$ cat src/rtl/lsu_bus_bridge.sv
// lsu_bus_bridge
//   Load/store unit sitting between a single-cycle RV32I core's data port and a
//   word-wide request/grant/rvalid bus. Turns byte-addressed accesses into
//   word-aligned transactions with byte strobes, stalls the core across bus
//   wait states, extends load data and flags misaligned, illegal or timed-out
//   accesses.
//
// Ports
//   clk, rst           clock (rising edge), asynchronous active-high reset
//   req_valid/we/addr/wdata/funct3   core access request
//   stall              hold the core this cycle
//   rsp_rdata          extended load data, valid when stall=0 after a load
//   err                one-cycle pulse in DONE for a failed access
//   bus_req/we/addr/wstrb/wdata      bus request side, bus_req held until bus_gnt
//   bus_gnt, bus_rvalid, bus_rdata   bus grant and response
module lsu_bus_bridge #(
  parameter int unsigned TIMEOUT_CYCLES = 255
) (
  input  logic        clk,
  input  logic        rst,
  input  logic        req_valid,
  input  logic        req_we,
  input  logic [31:0] req_addr,
  input  logic [31:0] req_wdata,
  input  logic [2:0]  req_funct3,
  output logic        stall,
  output logic [31:0] rsp_rdata,
  output logic        err,
  output logic        bus_req,
  output logic        bus_we,
  output logic [31:0] bus_addr,
  output logic [3:0]  bus_wstrb,
  output logic [31:0] bus_wdata,
  input  logic        bus_gnt,
  input  logic        bus_rvalid,
  input  logic [31:0] bus_rdata
);

  typedef enum logic [1:0] {StIdle, StReq, StResp, StDone} state_e;

  state_e      state_q, state_d;
  logic [31:0] cnt_q, cnt_d, cnt_inc;
  logic        we_q, we_d;
  logic [31:0] addr_q, addr_d;
  logic [2:0]  f3_q, f3_d;
  logic [3:0]  wstrb_q, wstrb_d;
  logic [31:0] wdata_q, wdata_d;
  logic [31:0] rdata_q, rdata_d;
  logic        err_q, err_d;

  logic        bad_access;
  logic [3:0]  lane_strb;
  logic [31:0] lane_data;
  logic [31:0] rd_shifted;
  logic [31:0] load_ext;

  // Illegal funct3 (011, 110, 111) or a halfword/word not naturally aligned.
  always_comb begin
    bad_access = 1'b0;
    if (req_funct3 == 3'b011 || req_funct3[2:1] == 2'b11) begin
      bad_access = 1'b1;
    end else if (req_funct3[1:0] == 2'b01 && req_addr[0]) begin
      bad_access = 1'b1;
    end else if (req_funct3[1:0] == 2'b10 && req_addr[1:0] != 2'b00) begin
      bad_access = 1'b1;
    end
  end

  // Store lane placement from the access size and low address bits.
  always_comb begin
    lane_strb = 4'b1111;
    lane_data = req_wdata;
    case (req_funct3[1:0])
      2'b00: begin
        lane_strb = 4'b0001 << req_addr[1:0];
        lane_data = {4{req_wdata[7:0]}};
      end
      2'b01: begin
        lane_strb = req_addr[1] ? 4'b1100 : 4'b0011;
        lane_data = {2{req_wdata[15:0]}};
      end
      default: begin
        lane_strb = 4'b1111;
        lane_data = req_wdata;
      end
    endcase
  end

  // Word addresses are aligned, so the shift is zero for LW.
  assign rd_shifted = bus_rdata >> {addr_q[1:0], 3'b000};

  always_comb begin
    load_ext = rd_shifted;
    case (f3_q[1:0])
      2'b00:   load_ext = {{24{~f3_q[2] & rd_shifted[7]}}, rd_shifted[7:0]};
      2'b01:   load_ext = {{16{~f3_q[2] & rd_shifted[15]}}, rd_shifted[15:0]};
      default: load_ext = rd_shifted;
    endcase
  end

  assign cnt_inc = cnt_q + 32'd1;

  always_comb begin
    state_d = state_q;
    cnt_d   = cnt_q;
    we_d    = we_q;
    addr_d  = addr_q;
    f3_d    = f3_q;
    wstrb_d = wstrb_q;
    wdata_d = wdata_q;
    rdata_d = rdata_q;
    err_d   = 1'b0;
    case (state_q)
      StIdle: begin
        if (req_valid) begin
          if (bad_access) begin
            state_d = StDone;
            err_d   = 1'b1;
            if (!req_we) rdata_d = '0;
          end else begin
            state_d = StReq;
            cnt_d   = '0;
            we_d    = req_we;
            addr_d  = req_addr;
            f3_d    = req_funct3;
            wstrb_d = req_we ? lane_strb : 4'b0000;
            wdata_d = req_we ? lane_data : '0;
          end
        end
      end
      StReq: begin
        cnt_d = cnt_inc;
        // A grant on the last allowed cycle still times out: no cycle is left for rvalid.
        if (cnt_inc >= TIMEOUT_CYCLES) begin
          state_d = StDone;
          err_d   = 1'b1;
          if (!we_q) rdata_d = '0;
        end else if (bus_gnt) begin
          state_d = StResp;
        end
      end
      StResp: begin
        cnt_d = cnt_inc;
        // A response on the last allowed cycle wins over the timeout.
        if (bus_rvalid) begin
          state_d = StDone;
          if (!we_q) rdata_d = load_ext;
        end else if (cnt_inc >= TIMEOUT_CYCLES) begin
          state_d = StDone;
          err_d   = 1'b1;
          if (!we_q) rdata_d = '0;
        end
      end
      StDone: begin
        state_d = StIdle;
      end
      default: begin
        state_d = StIdle;
      end
    endcase
  end

  always_ff @(posedge clk or posedge rst) begin
    if (rst) begin
      state_q <= StIdle;
      cnt_q   <= '0;
      we_q    <= 1'b0;
      addr_q  <= '0;
      f3_q    <= '0;
      wstrb_q <= '0;
      wdata_q <= '0;
      rdata_q <= '0;
      err_q   <= 1'b0;
    end else begin
      state_q <= state_d;
      cnt_q   <= cnt_d;
      we_q    <= we_d;
      addr_q  <= addr_d;
      f3_q    <= f3_d;
      wstrb_q <= wstrb_d;
      wdata_q <= wdata_d;
      rdata_q <= rdata_d;
      err_q   <= err_d;
    end
  end

  assign stall     = req_valid & (state_q != StDone) & ~rst;
  assign bus_req   = (state_q == StReq);
  assign bus_we    = we_q;
  assign bus_addr  = {addr_q[31:2], 2'b00};
  assign bus_wstrb = wstrb_q;
  assign bus_wdata = wdata_q;
  assign rsp_rdata = rdata_q;
  assign err       = err_q;

endmodule

$ cat config.mk
export PLATFORM = sky130hd
export DESIGN_NAME = lsu_bus_bridge
export DESIGN_NICKNAME = d
export VERILOG_FILES = /design/src/rtl/lsu_bus_bridge.sv
export SDC_FILE = /design/constraint.sdc
export NUM_CORES = 1
export LEC_CHECK = 0
export ABC_AREA = 1
export BUFFER_PORTS_ARGS = -buffer_cell sky130_fd_sc_hd__buf_2
export CORE_UTILIZATION = 59
export DETAILED_ROUTE_END_ITERATION = 10
export PLACE_DENSITY_LB_ADDON = 0.08
export RECOVER_POWER = 25
export SLEW_MARGIN = 30
export SYNTH_ARGS = -nofsm -noshare
export SYNTH_HDL_FRONTEND = slang
export SYNTH_SLANG_ARGS = --single-unit
$ cat constraint.sdc
create_clock -name clk -period 8.01 [get_ports clk]
set_clock_uncertainty 0.15 [all_clocks]
set_input_delay 0.801 -clock clk [delete_from_list [all_inputs] [get_ports clk]]
set_output_delay 0.801 -clock clk [all_outputs]
set_load 0.01 [all_outputs]
==> results.sh <==
export IMPL_final_core_util_pct=70.47
export IMPL_yosysWarnings=0
export IMPL_cp_slowest_stage_delay_ns=0.79
export IMPL_syn_inst=1212
export IMPL_synth_top_area_share_pct=41.25
export IMPL_worst_r2r_cell_count=16
export IMPL_dp_hpwl_mm=15.59
export IMPL_syn_area_per_cell_um2=6.957
export IMPL_core_area_um2=13930
export IMPL_tightestPinTransition_ns=3.826
export IMPL_final_hold_viol_count=0
export IMPL_std_cell_rows=43
export IMPL_yosysUniqueCellTypes=38
export IMPL_multi_input_comb_area_um2=4118
export IMPL_ios=209
export IMPL_grt_pass1_vias=7365
export IMPL_slowest_stage="nor2_2"
export IMPL_synthesis_area_um2=8432
export IMPL_drt_antenna_violating_nets=0
export IMPL_grt_overflow=0
export IMPL_regArea_um2=3480
export IMPL_gr_usage_all_layers_pct=29.90
export IMPL_setup_viol=0
export IMPL_maxCapViolations=1
export IMPL_portBuffers=206
export IMPL_clockRootBuffer="clkbuf_16"
export IMPL_end_kind="flip-flop"
export IMPL_clkPwrFrac_pct=22.5
export IMPL_synth_edf_count=0
export IMPL_layout_worst_path_cycle_share_pct=48.00
export IMPL_grt_pass1_wl_mm=34.71
export IMPL_clock_latency_ns=0.43
export IMPL_holdBufCountCts=0
export IMPL_clock_sinks=139
export IMPL_yosys_register_bits=139
export IMPL_async_flop_share_pct=100.0
export IMPL_worst_setup_path_start_kind="primary input"
export IMPL_reg2reg_to="rsp_rdata[13]"
export IMPL_r2r_start="state_q[1]"
export IMPL_status="complete, but fails checks"
export IMPL_die_area_um2=14770
export IMPL_seqPwrFrac_pct=34.1
export IMPL_fin_tns_setup_ns=0
export IMPL_antenna_found_initial=1
export IMPL_fillers=1207
export IMPL_startpoint="req_funct3[1]"
export IMPL_r2r_setup_slack_ns=4.17
export IMPL_crit_top_cell="nand2_1"
export IMPL_drv_slew=88
export IMPL_cts_htree_levels=4
export IMPL_p_int_mw=1.866
export IMPL_place_gp_congestion=0.9138
export IMPL_synth_seq_area_share_pct=41.25
export IMPL_power_leakage_nw=5.183
export IMPL_cp_required_ns=8.22
export IMPL_routed_wl_mm=22.02
export IMPL_synthToLayoutAreaGrowth_pct=16.46
export IMPL_synth_top_area_cell="dfrtp_1"
export IMPL_p_per_area_nw_per_um2=343.0
export IMPL_cts_tree="yes"
export IMPL_synth_area_leaders="dfrtp_1 41%, nand2_1 22%, o21ai_0 7.2%"
export IMPL_cts_buffer_depth=2
export IMPL_post_cts_buffers=0
export IMPL_maxSlewHeadroom_pct=-156.4
export IMPL_p_comb_share_pct=43.4
export IMPL_vias_per_cell=5.270
export IMPL_min_path_type="reg2reg"
export IMPL_violations="capacitance limit, slew limit"
export IMPL_grt_max_degree=88
export IMPL_max_vdd_ir_drop_v=0.0002226
export IMPL_crit_path_end="rsp_rdata[13]"
export IMPL_rsz0062_at_grt="no"
export IMPL_die_h_um=121.5
export IMPL_fmax_ghz=0.2601
export IMPL_synth_common_cells="483 x nand2_1, 139 x dfrtp_1, 121 x o21ai_0, 83 x inv_1, 81 x nor2_1"
export IMPL_drive_gt1_share_pct=22.10
export IMPL_cts_resized=0
export IMPL_critPathKind="in2reg"
export IMPL_ys_flop_type="dfrtp_1"
export IMPL_die_x_um=121.5
export IMPL_start_util_pct=60.51
export IMPL_via_count=8179
export IMPL_drc=0
export IMPL_min_period_ns=3.844
export IMPL_clkSlewWorstSetupHoldPaths_ns=0.06
export IMPL_p_sw_mw=1.503
export IMPL_synth_most_common_cell="nand2_1"
export IMPL_cp_data_arrival_time_ns=4.06
export IMPL_p_sw_share_pct=44.61
export IMPL_drtIter0Drc=610
export IMPL_crit_path_max_fanout=27
export IMPL_wl_per_cell_um=14.19
export IMPL_cts_made_buffers=17
export IMPL_path_cells="buf_2 > inv_2 > a21oi_1 > a21oi_1 > nand2_1 > nand2_1 > nor2_2 > inv_2 > a21oi_1 > nand2_1 > nand2_1 > nand2_2 > nand2_1 > nand2_1 > nand2_1"
export IMPL_dpl_cell_area_um2=9233
export IMPL_fin_nets=1469
export IMPL_drt_pass1_iterations=5
export IMPL_hold_ws_ns=0.3134
export IMPL_design_area_um2=9819
==> worst max-delay path, delay by kind of cell <==
family	cells	cell delay [ns]
simple gates	9	1.91
compound gates	3	0.51
buf+inv	3	0.81
==> layout by cell type (no fill, tap or decap), drive strengths merged <==
cell type,synthesis,layout
and2,1,1
clkinvlp,0,6
o311ai,1,1
inv,92,93
nand2,521,521
bufinv,0,1
clkinv,1,5
xnor2,1,1
o21ai,130,130
o22ai,6,6
o41ai,1,1
nor2,98,98
o221ai,2,2
clkbuf,39,30
conb,1,2
dfrtp,139,139
mux2i,7,7
diode,0,1
xor2,5,5
o31ai,2,2
a21oi,46,46
ha,6,6
o211ai,7,7
nand3,53,53
nand4,4,4
nor3,4,4
buf,45,200
==> state kept, by name, indices dropped and copies added (netlist names) <==
signal / count
rsp_rdata: 32
bus_wdata: 32
addr_q: 32
bus_we: 1
err: 1
cnt_q: 32
bus_wstrb: 4
state_q: 2
f3_q: 3
==> worst min-delay path by stage <==
stage / startpoint / to / slack (ns) / depth (start not counted)
after floorplan: addr_q[10] / addr_q[10] / 0.29 / 2
after detailed placement: addr_q[2] / addr_q[2] / 0.30 / 2
final: addr_q[2] / addr_q[2] / 0.31 / 2
after global routing: addr_q[12] / addr_q[12] / 0.34 / 2
after global placement: addr_q[26] / addr_q[26] / 0.30 / 2
after CTS: addr_q[2] / addr_q[2] / 0.32 / 2
==> per-stage QoR <==
stage               instances  power, mW  worst slack [ns]
floorplan                1213      2.276             3.334
global placement         1518      2.575             3.821
detailed placement       1518      2.610             3.753
CTS                      1550      3.376             4.171
global route             1551      3.605             3.738
finish                   1552      3.368             4.166
==> cell type report <==
class	count	area share, %
Antenna cell	1	0.02548
Sequential cell	139	35.44
Clock buffer	20	4.651
Clock inverter	12	1.185
Inverter	93	3.593
Timing Repair Buffer	210	10.88
Multi-Input combinational cell	897	41.93
Tap cell	180	2.294
==> layer usage <==
metal,track usage [%],vias up,part of all wire (%)
met2,50.00,279,49
met5,0,-,0
met4,12.11,0,2.8
li1,-,4098,-
met3,6.320,47,6.0
met1,37.67,3755,42
==> power by group through the flow <==
stage	clock (mW)	combinational (mW)	sequential, mW
final	0.759	1.46	1.15
after global routing	0.792	1.64	1.18
after CTS	0.768	1.47	1.14
after detailed placement	0	1.46	1.15
after global placement	0	1.43	1.15
after floorplan	0	1.14	1.14
==> cell families after synthesis <==
logic type                 after synthesis  share of synthesized area [%]
and+or+nand+nor                        681                          34.16
adders and majority gates                6                         0.8903
xor gates and xnor gates                 6                         0.6232
muxes                                    7                         0.8310
DFF                                    139                          41.25
AOI/OAI and AO/OA                      195                          12.15
buffers and inverters                  177                          10.05
other                                    1                        0.04447
Note: power is estimated with default switching activity, not from simulation.
